File: src/rtl/dsp_mac_sequencer.sv
// ============================================================================
// dsp_mac_sequencer
// ----------------------------------------------------------------------------
// Initiator-side controller for a DSP48A1 slice that computes signed dot
// products. Operand pairs arrive on a valid/ready stream. Each accepted beat
// is registered onto the slice A/B/D inputs. A {valid, first, last} tag
// follows the beat through a shadow of the slice register pipeline. The tag
// produces OPMODE and CEP at the correct stages and marks the cycle where the
// final sum appears on DSP_P. One 48-bit result per vector is returned on a
// valid/ready output stream.
//
// Optional build macro: SEQ_PREADD_EN
//   defined   : adds s_d_i; products become (s_d + s_b) * s_a
//   undefined : no s_d_i; DSP_D tied 0; products are s_a * s_b
//
// Ports
//   clk_i, rst_n_i         clock (rising edge), synchronous active-low reset
//   s_valid_i/s_ready_o    operand beat handshake
//   s_a_i, s_b_i           signed 18-bit operands
//   s_d_i                  signed 18-bit pre-adder operand (SEQ_PREADD_EN only)
//   s_last_i               final beat of the vector
//   m_valid_o/m_ready_i    result handshake
//   m_data_o               48-bit two's complement dot product
//   m_count_o              beats in the vector (saturating)
//   m_carry_o              sticky OR of DSP_CARRYOUT over the vector
//   DSP_*_o                slice operands, OPMODE, clock enables, resets
//   DSP_P_i, DSP_CARRYOUT_i  slice results
// ============================================================================
module dsp_mac_sequencer #(
    parameter int DSP_LAT = 4,
    parameter int OPM_DLY = 2,
    parameter int CNT_W   = 16
) (
    input  logic             clk_i,
    input  logic             rst_n_i,
    input  logic             s_valid_i,
    output logic             s_ready_o,
    input  logic [17:0]      s_a_i,
    input  logic [17:0]      s_b_i,
`ifdef SEQ_PREADD_EN
    input  logic [17:0]      s_d_i,
`endif
    input  logic             s_last_i,
    output logic             m_valid_o,
    input  logic             m_ready_i,
    output logic [47:0]      m_data_o,
    output logic [CNT_W-1:0] m_count_o,
    output logic             m_carry_o,
    output logic [17:0]      DSP_A_o,
    output logic [17:0]      DSP_B_o,
    output logic [17:0]      DSP_D_o,
    output logic [47:0]      DSP_C_o,
    output logic [7:0]       DSP_OPMODE_o,
    output logic             DSP_CEA_o,
    output logic             DSP_CEB_o,
    output logic             DSP_CED_o,
    output logic             DSP_CEC_o,
    output logic             DSP_CEM_o,
    output logic             DSP_CEOPMODE_o,
    output logic             DSP_CECARRYIN_o,
    output logic             DSP_CEP_o,
    output logic             DSP_RSTA_o,
    output logic             DSP_RSTB_o,
    output logic             DSP_RSTC_o,
    output logic             DSP_RSTD_o,
    output logic             DSP_RSTM_o,
    output logic             DSP_RSTOPMODE_o,
    output logic             DSP_RSTCARRYIN_o,
    output logic             DSP_RSTP_o,
    input  logic [47:0]      DSP_P_i,
    input  logic             DSP_CARRYOUT_i
);

    typedef enum logic [1:0] {IDLE, ACCUM, DRAIN, HOLD} state_t;

    typedef struct packed {
        logic valid;
        logic first;
        logic last;
    } tag_t;

`ifdef SEQ_PREADD_EN
    localparam logic [7:0] OPM_PRE = 8'b0001_0000;
`else
    localparam logic [7:0] OPM_PRE = 8'b0000_0000;
`endif
    localparam logic [7:0] OPM_FIRST = 8'b0000_0001 | OPM_PRE;
    localparam logic [7:0] OPM_ACC   = 8'b0000_1001 | OPM_PRE;
    localparam logic [CNT_W-1:0] CNT_ONE = {{(CNT_W-1){1'b0}}, 1'b1};

    state_t            state_q, state_d;
    logic              rstCycle_q;
    logic [17:0]       dspA_q, dspB_q, dspD_q;
    logic [7:0]        opmode_q;
    tag_t              tagPipe_q [0:DSP_LAT];
    logic [CNT_W-1:0]  beatCnt_q;
    logic              carryAcc_q;
    logic [47:0]       mData_q;
    logic [CNT_W-1:0]  mCount_q;
    logic              mCarry_q;
    logic              acceptBeat;
    logic              firstBeat;
    logic              capture;
    logic              carryNext;
    logic              ceOn;

    // Handshake and state sequencing. s_ready stays low during the cycle
    // that follows a reset edge so no beat lands while the slice clears.
    always_comb begin
        state_d    = state_q;
        s_ready_o  = 1'b0;
        m_valid_o  = 1'b0;
        acceptBeat = 1'b0;
        capture    = 1'b0;
        firstBeat  = (state_q == IDLE);
        case (state_q)
            IDLE: begin
                s_ready_o  = !rstCycle_q;
                acceptBeat = s_valid_i && s_ready_o;
                if (acceptBeat) begin
                    state_d = s_last_i ? DRAIN : ACCUM;
                end
            end
            ACCUM: begin
                s_ready_o  = 1'b1;
                acceptBeat = s_valid_i;
                if (acceptBeat && s_last_i) begin
                    state_d = DRAIN;
                end
            end
            DRAIN: begin
                if (tagPipe_q[DSP_LAT].valid && tagPipe_q[DSP_LAT].last) begin
                    capture = 1'b1;
                    state_d = HOLD;
                end
            end
            HOLD: begin
                m_valid_o = 1'b1;
                if (m_ready_i) begin
                    state_d = IDLE;
                end
            end
            default: state_d = IDLE;
        endcase
    end

    // The tag at the last stage marks the cycle right after P was written,
    // so DSP_CARRYOUT then belongs to that beat. A first beat restarts the
    // sticky carry for the new vector.
    always_comb begin
        carryNext = carryAcc_q | DSP_CARRYOUT_i;
        if (tagPipe_q[DSP_LAT].first) begin
            carryNext = DSP_CARRYOUT_i;
        end
    end

    // State, operand registers, tag pipeline and result capture. OPMODE is
    // written on the edge where a tag enters stage OPM_DLY, so the slice
    // OPMODE register lines up with M at the post-adder.
    always_ff @(posedge clk_i) begin
        if (!rst_n_i) begin
            state_q    <= IDLE;
            rstCycle_q <= 1'b1;
            dspA_q     <= '0;
            dspB_q     <= '0;
            dspD_q     <= '0;
            opmode_q   <= '0;
            for (int s = 0; s <= DSP_LAT; s++) begin
                tagPipe_q[s] <= '0;
            end
            beatCnt_q  <= '0;
            carryAcc_q <= 1'b0;
            mData_q    <= '0;
            mCount_q   <= '0;
            mCarry_q   <= 1'b0;
        end else begin
            state_q    <= state_d;
            rstCycle_q <= 1'b0;
            if (acceptBeat) begin
                dspA_q <= s_a_i;
                dspB_q <= s_b_i;
`ifdef SEQ_PREADD_EN
                dspD_q <= s_d_i;
`else
                dspD_q <= '0;
`endif
                if (firstBeat) begin
                    beatCnt_q <= CNT_ONE;
                end else if (!(&beatCnt_q)) begin
                    beatCnt_q <= beatCnt_q + CNT_ONE;
                end
            end
            tagPipe_q[0] <= acceptBeat ? {1'b1, firstBeat, s_last_i} : 3'b000;
            for (int s = 1; s <= DSP_LAT; s++) begin
                tagPipe_q[s] <= tagPipe_q[s-1];
            end
            if (tagPipe_q[OPM_DLY-1].valid) begin
                opmode_q <= tagPipe_q[OPM_DLY-1].first ? OPM_FIRST : OPM_ACC;
            end
            if (tagPipe_q[DSP_LAT].valid) begin
                carryAcc_q <= carryNext;
            end
            if (capture) begin
                mData_q  <= DSP_P_i;
                mCount_q <= beatCnt_q;
                mCarry_q <= carryNext;
            end
        end
    end

    assign ceOn = !rstCycle_q;

    assign m_data_o  = mData_q;
    assign m_count_o = mCount_q;
    assign m_carry_o = mCarry_q;

    assign DSP_A_o      = dspA_q;
    assign DSP_B_o      = dspB_q;
    assign DSP_D_o      = dspD_q;
    assign DSP_C_o      = '0;
    assign DSP_OPMODE_o = opmode_q;

    assign DSP_CEA_o       = ceOn;
    assign DSP_CEB_o       = ceOn;
    assign DSP_CED_o       = ceOn;
    assign DSP_CEC_o       = 1'b0;
    assign DSP_CEM_o       = ceOn;
    assign DSP_CEOPMODE_o  = ceOn;
    assign DSP_CECARRYIN_o = 1'b0;
    // P only loads for a real beat, so bubbles never fold stale M into P.
    assign DSP_CEP_o       = ceOn && tagPipe_q[DSP_LAT-1].valid;

    assign DSP_RSTA_o       = rstCycle_q;
    assign DSP_RSTB_o       = rstCycle_q;
    assign DSP_RSTC_o       = rstCycle_q;
    assign DSP_RSTD_o       = rstCycle_q;
    assign DSP_RSTM_o       = rstCycle_q;
    assign DSP_RSTOPMODE_o  = rstCycle_q;
    assign DSP_RSTCARRYIN_o = rstCycle_q;
    assign DSP_RSTP_o       = rstCycle_q;

endmodule

File: config.mk
export PLATFORM = sky130hd
export DESIGN_NAME = dsp_mac_sequencer
export DESIGN_NICKNAME = d
export VERILOG_FILES = /design/src/rtl/dsp_mac_sequencer.sv
export SDC_FILE = /design/constraint.sdc
export NUM_CORES = 1
export LEC_CHECK = 0
export ABC_AREA = 1
export BUFFER_PORTS_ARGS = -buffer_cell sky130_fd_sc_hd__buf_2
export CAP_MARGIN = 30
export CELL_PAD_IN_SITES_DETAIL_PLACEMENT = 1
export CELL_PAD_IN_SITES_GLOBAL_PLACEMENT = 1
export CORE_MARGIN = 3
export CORE_UTILIZATION = 32
export DETAILED_ROUTE_END_ITERATION = 8
export PLACE_DENSITY = 0.77
export SYNTH_ARGS = -nofsm -noshare
export SYNTH_HDL_FRONTEND = slang
export SYNTH_SLANG_ARGS = --single-unit
File: constraint.sdc
create_clock -name clk_i -period 1.8 [get_ports clk_i]
set_clock_uncertainty 0.15 [all_clocks]
set_input_delay 0.54 -clock clk_i [delete_from_list [all_inputs] [get_ports clk_i]]
set_output_delay 0.54 -clock clk_i [all_outputs]
set_load 0.02 [all_outputs]
==> results of run 1 <==
## flip-flops by register name (all words and copies together), names as in the netlist
signal / cells
DSP_A_o: 18
DSP_B_o: 18
DSP_OPMODE_o: 2
DSP_RSTA_o: 1
beatCnt_q: 16
carryAcc_q: 1
m_carry_o: 1
m_count_o: 16
m_data_o: 48
state_q: 2
tagPipe_q: 15
## metrics by stage
| stage | area (um2) | worst slack (ns) | power, mW |
|---|---|---|---|
| after detailed placement | 7230 | 0.0459 | 5.69 |
| after CTS | 7960 | -0.208 | 9.79 |
| after global placement | 7230 | 0.111 | 5.63 |
| after floorplan | 6370 | 0.00482 | 5.08 |
| final | 8080 | -0.176 | 9.81 |
| after global routing | 8080 | -0.234 | 10.3 |
## report_power, final
part	internal, mW	switching (mW)
clock network	2.56	1.39
registers	3.35	0.181
logic	0.885	1.45
total	6.79	3.02
## cell type report
type	instances	share of cell area (%)
sequential	138	34.3
multi-input combinational	507	29.5
timing repair buffer	249	18.6
inverter	120	5.86
clock buffer	20	5.65
tap	229	3.55
clock inverter	12	2.60
## cells by family (layout without fill, tap and decap cells)
family / after synthesis / after routing / share of synthesized area [%]
buffers and inverters: 244 / 401 / 21.4
and+or+nand+nor: 240 / 240 / 16.5
AOI/OAI and AO/OA: 188 / 188 / 15.8
DFF: 138 / 138 / 45.3
adders and majority gates: 5 / 5 / 1.03
other: 1 / 74 / 0.0615
## cells in the final DEF, fill, tap and decap left out, types with 2 or more instances in the layout
| cell type | Yosys | routed |
|---|---|---|
| nand3_1 | 29 | 27 |
| o21bai_1 | 2 | 2 |
| nand3_2 | 2 | 3 |
| dfxtp_4 | 0 | 2 |
| inv_1 | 117 | 114 |
| buf_6 | 5 | 2 |
| nand2_1 | 86 | 86 |
| nor2_2 | 5 | 6 |
| buf_2 | 3 | 199 |
| o21ai_0 | 90 | 72 |
| o21ai_1 | 20 | 38 |
| inv_4 | 0 | 4 |
| a21oi_1 | 73 | 73 |
| buf_4 | 88 | 38 |
| nor2_1 | 107 | 106 |
| nand2_4 | 2 | 2 |
| buf_12 | 0 | 9 |
| clkbuf_16 | 0 | 17 |
| clkbuf_8 | 0 | 2 |
| inv_6 | 0 | 2 |
| conb_1 | 1 | 74 |
| ha_4 | 0 | 4 |
| dfxtp_1 | 138 | 135 |
| nand4_1 | 5 | 5 |
| clkinv_4 | 1 | 3 |
| bufinv_16 | 0 | 5 |
## worst register-to-register path, stage by stage, from the launching register on
cell      delay (ns)
dfxtp_2         0.35
inv_4           0.06
ha_4            0.15
o21bai_4        0.17
buf_4           0.15
nand2_4         0.10
clkinv_8        0.08
buf_4           0.16
nand3_1         0.08
nand2_1         0.06
inv_1           0.05
nor2_1          0.04
## routing by layer
layer / vias up / share of wire [%] / GRT usage, % / wire [um]
li1: 2832 / - / - / -
met1: 2596 / 43 / 19.9 / 7650
met2: 198 / 49 / 28.2 / 8750
met3: 17 / 6.9 / 3.94 / 1240
met4: 0 / 1.7 / 6.34 / 308
met5: - / 0 / 0 / 0
## worst max path at each step
| stage | start | endpoint | cells past startpoint |
|---|---|---|---|
| 6_report | state_q[0] | s_ready_o | 5 |
| 5_1_grt | state_q[1] | s_ready_o | 5 |
| 4_1_cts | state_q[0] | s_ready_o | 5 |
| 3_5_place_dp | state_q[0] | DSP_B_o[13] | 8 |
| 3_3_place_gp | state_q[0] | m_count_o[11] | 7 |
| 2_1_floorplan | DSP_RSTA_o | DSP_CEB_o | 2 |
## timing repair
item,in CTS,in global routing
setup endpoints to repair,16,75
setup buffers,3,3
pin swaps,1,2
resized for setup,16,39
==> run metrics, run 1 <==
Hold WS a little over 0.2 ns; Final Cycle Share 110%; layout cells sized above 1 between 20% and 30%; hold path cells 3; share of the synthesized area in the top cell type a little under half; fmax 506 MHz; ys flop type dfxtp_1; CP dominant cell by count inv_4; status finished with violations; final worst setup slack -0.176 ns; WL per Instance 14.1 um; DIE HEIGHT 144 um; Hold Crit Class input port to flip-flop; post-route minimum period around 2.0 ns; worst path bufs/invs 3; latest clock arrival within the worst-skew pair between 0.4 and 0.5 ns; gp weighted congestion 0.825; CP Launch Type flip-flop; Worst EP arrival between 1 and 1.5 ns; Async SR Flop Fraction 0%; pin count of the biggest net entering global routing 58; R2R Path Start state_q[1]; clock root buffer clkbuf_16; sequential fraction of the synthesis area 45.3%; Detailed Place HPWL 13000 um; multi-input logic area roughly 2400 um2; Post-CTS Hold Fix Bufs 0; CP delay by family, top flip-flops; worst path cell trace inv_4, ha_4, inv_4, o21bai_4, buf_6; Post-Route WL between 15000 and 20000 um; Area Overhead vs Synth 32.4%; P_leak ~3.9 nW; number of synthesis warnings 0; Slowest-stage cell, CP dfxtp_4; leading area contributor after synthesis dfxtp_1; CTS H-Tree Depth 4; clock sink count 138; pwr/cell area 1210 nW/um2; CP Max Fanout 3; final hold violations 0; unrepaired setup endpoints after global routing true; failing checks negative setup slack; top-count cell post-synth dfxtp_1; Setup crit end kind output port; die area between 20000 and 25000 um2; synth cell count leaders 138 x dfxtp_1, 117 x inv_1, 107 x nor2_1; DRT Pass-1 Iters 4; Vias 5643; final core utilization 44.1%; WS Path Type flip-flop to output port; IO buf count 208; Overall Global Routing Usage between 10% and 20%; Mean Syn Cell Area roughly 7.5 um2; Setup violations, final 2; first-pass GRT wire length around 27000 um; Max Cap Violations 0; vias in the first global route approximately 5.6k; # nets final roughly 1.1k; post-route ant nets 0; min-delay src s_a_i[9]; FF-to-FF End beatCnt_q[5]; total core area 18300 um2; Worst path max stage delay approximately 0.37 ns; Yosys reg bits around 140; DR iter-0 viols ~220; initial core utilization 33.3%; library cells used by synthesis 30; TritonCTS buffer count 17; clock-pin slew on the worst setup and hold paths 0.06 ns; CTS tree built; Reg area roughly 2800 um2; via/cell ratio 4.43; Placed Cells around 1.2k; CTS max path bufs 2; Antenna Cells 0; r2r setup slk about 0.090 ns; Post-Syn Area 6100 um2; peak supply drop approximately 0.63 mV; antenna violations before repair 0; non-filler cells, final between 1k and 1.5k; total gr overflow 0; setup_tns -0.288 ns; Worst Hold End DSP_A_o[9]; number of fill cells roughly 2.3k; Mapped Cells ~820; I/O pins around 280; FF-to-FF path depth 11; synth top area cells dfxtp_1 45%, buf_4 11%, o21ai_0 7.4%; drc violations 0; Slew Limit Fails 0; Row Count between 40 and 50; chip width approximately 140 um; number of synthesized flops with an enable pin 0; Crit path required time roughly 1.1 ns
Power figures use the tool's default switching activity.
==> inputs of run 2 (changes only) <==
--- a/config.mk
+++ b/config.mk
@@ -14,6 +14,7 @@
 export CORE_UTILIZATION = 32
 export DETAILED_ROUTE_END_ITERATION = 8
 export PLACE_DENSITY = 0.77
+export RECOVER_POWER = 100
 export SYNTH_ARGS = -nofsm -noshare
 export SYNTH_HDL_FRONTEND = slang
 export SYNTH_SLANG_ARGS = --single-unit
==> run 2 against run 1 <==
Against the previous run: the flow still finishes with violations (negative setup slack); fmax is essentially flat; first-iteration DRC count decreased by 2.7%; setup slack gained 0.0012 ns; sequential power barely moved; global-route usage unchanged; largest power group unchanged; highest routed layer unchanged.
==> run metrics, run 2 (same netlist as run 1, synthesis figures left out) <==
status finished with violations (unchanged); failing checks negative setup slack (unchanged); drc violations 0 (unchanged); peak supply drop 0.634 mV (was 0.631 mV); WS Path Type flip-flop to output port (unchanged); layout cells sized above 1 29.4% (was 29.5%); Worst-Margin Slew slightly above 0.8 ns; Area Overhead vs Synth 31.9% (was 32.4%); Slew Limit Fails 0 (unchanged); Slew Limit Headroom a little under half; die area 20800 um2 (unchanged); I/O pins 283 (unchanged); antenna violations before repair 0 (unchanged); CTS H-Tree Depth 4 (unchanged); total gr overflow 0 (unchanged); chip width 144 um (unchanged); Setup violations, final 19 (was 2); CTS tree built (unchanged); max reg flops 48 (unchanged); Antenna Cells 0 (unchanged); Final Cycle Share 110% (about the same); Hold Crit Class input port to flip-flop (unchanged); r2r setup slk -0.07 ns (was 0.09 ns); unrepaired setup endpoints after global routing true (unchanged); Post-Route WL 18000 um (about the same); commonest non-fill, non-tap cells in the layout 199 x buf_2, 135 x dfxtp_1, 114 x inv_1 (unchanged); Worst path max stage delay 0.37 ns (about the same); first-pass GRT wire length 27100 um (unchanged); total core area 18300 um2 (unchanged); IO buf count 208 (unchanged); most common cell after layout, fill and taps aside buf_2 (unchanged); final core utilization 43.9% (was 44.1%); P_leak 3.90 nW (was 3.91 nW); number of fill cells 2327 (was 2326); CP dominant cell by count inv_4 (unchanged); fmax 506 MHz (about the same); Post-CTS Hold Fix Bufs 0 (unchanged); clock sink count 138 (unchanged); via/cell ratio 4.43 (about the same); pwr/cell area 1220 nW/um2 (was 1210 nW/um2); CP Max Fanout 3 (unchanged); DR iter-0 viols 213 (was 219); # nets final 1128 (unchanged); vias in the first global route 5589 (unchanged); Crit path required time 1.11 ns (about the same); Row Count 49 (unchanged); Slowest-stage cell, CP dfxtp_4 (unchanged); Setup crit end kind output port (unchanged); post-route ant nets 0 (unchanged); Max Cap Violations 0 (unchanged); gp weighted congestion 0.825 (unchanged); post-route minimum period 1.97 ns (was 1.98 ns); DRT Pass-1 Iters 4 (unchanged); worst path cell trace inv_4, ha_4, inv_4, o21bai_4, buf_6 (unchanged); CP Launch Type flip-flop (unchanged); WL per Instance 14.1 um (about the same); final hold violations 0 (unchanged); setup_tns -0.817 ns (was -0.288 ns); Detailed Place HPWL 13000 um (unchanged); final worst setup slack -0.175 ns (was -0.176 ns); CTS max path bufs 2 (unchanged); pin count of the biggest net entering global routing 58 (unchanged); initial core utilization 33.3% (unchanged); TritonCTS buffer count 17 (unchanged); DIE HEIGHT 144 um (unchanged); Overall Global Routing Usage 16.4% (unchanged); Vias 5645 (was 5643); clock-pin slew on the worst setup and hold paths 0.06 ns (about the same); latest clock arrival within the worst-skew pair 0.42 ns (was 0.41 ns); Worst EP arrival 1.28 ns (was 1.29 ns); clock root buffer clkbuf_16 (unchanged)
==> run 2: repair_timing <==
action	CTS	global route
gates resized for setup	16	39
pin swaps	1	2
hold endpoints to repair	0	0
endpoints found under the setup margin	16	75
setup buffers	3	3
==> run 2: through the flow <==
stage	power [mW]	setup WS [ns]	instances	area, um2	hold WS, ns
2_1_floorplan	5.08	0.00482	889	6370	0.240
3_3_place_gp	5.63	0.111	1237	7230	0.243
3_5_place_dp	5.69	0.0459	1237	7230	0.250
4_1_cts	9.79	-0.208	1272	7960	0.190
5_1_grt	10.3	-0.234	1275	8040	0.205
6_report	9.81	-0.175	1275	8040	0.208
==> run 2: critical path, delay by kind of cell, from the launching register on <==
family	cells	cell delay [ns]
DFF	1	0.37
adders and majority gates	1	0.13
AOI/OAI and AO/OA	1	0.12
buffers and inverters	3	0.24
==> run 2: cell type report <==
type                       count  area (um2)  area share (%)
sequential                   138        2770            34.5
clock buffer                  20         457            5.68
clock inverter                12         210            2.61
inverter                     120         473            5.88
tap                          229         287            3.56
timing repair buffer         249        1470            18.3
multi-input combinational    507        2380            29.6
==> run 2: final timing paths <==
kind	end	cells after the start	start
max	s_ready_o	5	state_q[0]
min	DSP_A_o[9]	3	s_a_i[9]
max reg2reg	m_data_o[21]	8	state_q[0]
min reg2reg	tagPipe_q[0][9]	2	tagPipe_q[0][6]
==> run 2: report_power, final <==
part,switching [mW],leakage [nW],internal [mW]
Clock,1.39,0.327,2.56
Sequential,0.181,1.12,3.35
Combinational,1.45,2.45,0.880
==> run 2: layer usage <==
layer,GRT usage (%),vias up,wire length [um]
li1,-,2832,-
met1,19.9,2599,7660
met5,0,-,0
met2,28.2,197,8730
met3,3.94,17,1260
met4,6.34,0,314
==> inputs of run 3 (changes only) <==
--- a/config.mk
+++ b/config.mk
@@ -15,6 +15,7 @@
 export DETAILED_ROUTE_END_ITERATION = 8
 export PLACE_DENSITY = 0.77
 export RECOVER_POWER = 100
+export SKIP_CTS_REPAIR_TIMING = 1
 export SYNTH_ARGS = -nofsm -noshare
 export SYNTH_HDL_FRONTEND = slang
 export SYNTH_SLANG_ARGS = --single-unit
==> run 3 against run 2 <==
Against the previous run: the flow still finishes with violations (negative setup slack); count of clock-buffer cells in the layout unchanged; clock power about the same; first-iteration DRC count up 1.4%; routed wire length up 2.1%; die area unchanged; combinational power about the same; utilization up 0.20 points; sequential power about the same; critical path type unchanged; global-route usage down 0.10 points; fmax down 2.0%; sequential cell count unchanged.
==> run metrics, run 3 (same netlist as run 1, synthesis figures left out) <==
initial core utilization 33.3% (unchanged); layout cells sized above 1 29.5% (was 29.4%); commonest non-fill, non-tap cells in the layout 191 x buf_2, 134 x dfxtp_1, 114 x inv_1 (was 199 x buf_2, 135 x dfxtp_1, 114 x inv_1); Slew Limit Fails 0 (unchanged); P_int 6.78 mW (was 6.79 mW); Setup crit end kind output port (unchanged); P_leak 3.92 nW (was 3.90 nW); Hold WS 0.201 ns (was 0.208 ns); I/O pins 283 (unchanged); gp weighted congestion 0.825 (unchanged); Max Cap Violations 0 (unchanged); Placed Area 7230 um2 (unchanged); post-route minimum period 2.02 ns (was 1.97 ns); pin count of the biggest net entering global routing 58 (unchanged); Hold Crit Class input port to flip-flop (unchanged); # nets final 1128 (unchanged); via/cell ratio 4.43 (about the same); sw power 3.03 mW (was 3.02 mW); Row Count 49 (unchanged); pwr/cell area 1210 nW/um2 (was 1220 nW/um2); CTS max path bufs 2 (unchanged); clock sink count 138 (unchanged); Finished Cell Area 8080 um2 (was 8040 um2); IO buf count 208 (unchanged); unrepaired setup endpoints after global routing true (unchanged); TritonCTS buffer count 17 (unchanged); Setup violations, final 29 (was 19); CP Max Fanout 3 (unchanged); Detailed Place HPWL 13000 um (unchanged); DRT Pass-1 Iters 4 (unchanged); Switching Fraction 30.9% (was 30.8%); first-pass GRT wire length 27000 um (was 27100 um); DIE HEIGHT 144 um (unchanged); total chip power 9.81 mW (about the same); status finished with violations (unchanged); Comb pwr share 23.7% (was 23.8%); max reg flops 48 (unchanged); post-route ant nets 0 (unchanged); Worst EP arrival 1.33 ns (was 1.28 ns); Clk pwr share 40.3% (was 40.2%); Slew Limit Headroom 47.6% (was 46.2%); antenna violations before repair 0 (unchanged); failing checks negative setup slack (unchanged); WS Path Type flip-flop to output port (unchanged); peak supply drop 0.659 mV (was 0.634 mV); Place WS 0.0459 ns (unchanged); CTS tree built (unchanged); final hold violations 0 (unchanged); fmax 496 MHz (was 506 MHz); Overall Global Routing Usage 16.3% (was 16.4%); DR iter-0 viols 216 (was 213); total gr overflow 0 (unchanged); number of fill cells 2317 (was 2327); latest clock arrival within the worst-skew pair 0.42 ns (about the same); most common cell after layout, fill and taps aside buf_2 (unchanged); total core area 18300 um2 (unchanged); Worst-Margin Slew 0.786 ns (was 0.807 ns); Area Overhead vs Synth 32.5% (was 31.9%); Vias 5652 (was 5645); clock root buffer clkbuf_16 (unchanged); vias in the first global route 5563 (was 5589); Final Cycle Share 112% (was 110%); drc violations 0 (unchanged); sequential power share 36.0% (about the same); CTS H-Tree Depth 4 (unchanged); CP Launch Type flip-flop (unchanged); Post-Route WL 18300 um (was 18000 um); WL per Instance 14.4 um (was 14.1 um); Antenna Cells 0 (unchanged); die area 20800 um2 (unchanged); final worst setup slack -0.215 ns (was -0.175 ns); chip width 144 um (unchanged); Crit path required time 1.11 ns (about the same); clock-pin slew on the worst setup and hold paths 0.06 ns (about the same)
run 3: cell type report:
cell class,instances,area (um2),share of cell area [%]
Multi-Input combinational cell,507,2350,29.1
Clock inverter,12,210,2.60
Tap cell,229,287,3.55
Clock buffer,20,457,5.65
Sequential cell,138,2770,34.3
Inverter,120,470,5.82
Timing Repair Buffer,249,1530,19.0
run 3: power by group through the flow:
stage                     sequential, mW  combinational, mW  clock, mW
after detailed placement            3.57               2.12          0
after global placement              3.56               2.07          0
after CTS                           3.51               2.13       4.05
after global routing                3.57               2.57       4.18
final                               3.53               2.33       3.95
after floorplan                     3.82               1.25          0
run 3: layer usage:
metal	part of all wire, %	track usage (%)	up-vias
met4	1.8	6.34	0
met2	48	27.9	190
met3	7.0	3.94	21
met5	0	0	-
li1	-	-	2830
met1	43	19.8	2611
run 3: worst max-delay path, cell delays in order, from the launching register on:
cell      delay (ns)
dfxtp_4         0.36
inv_4           0.07
ha_4            0.14
inv_4           0.05
o21bai_4        0.15
buf_6           0.14
run 3: worst paths after layout:
check / from / endpoint / slack [ns] / cells after the start
hold reg to reg: tagPipe_q[0][6] / tagPipe_q[0][9] / 0.27 / 2
setup reg to reg: state_q[0] / m_data_o[19] / -0.11 / 7
setup / recovery: state_q[0] / s_ready_o / -0.22 / 5
hold / removal: s_a_i[9] / DSP_A_o[9] / 0.20 / 3
run 3: per-stage QoR:
step	std cells	utilization [%]	setup TNS (ns)
final	1275	44.1	-1.42
after global routing	1275	44.1	-6.93
after CTS	1269	43.1	-3.51
after detailed placement	1237	39.4	0
after global placement	1237	39.4	0
after floorplan	889	-	0
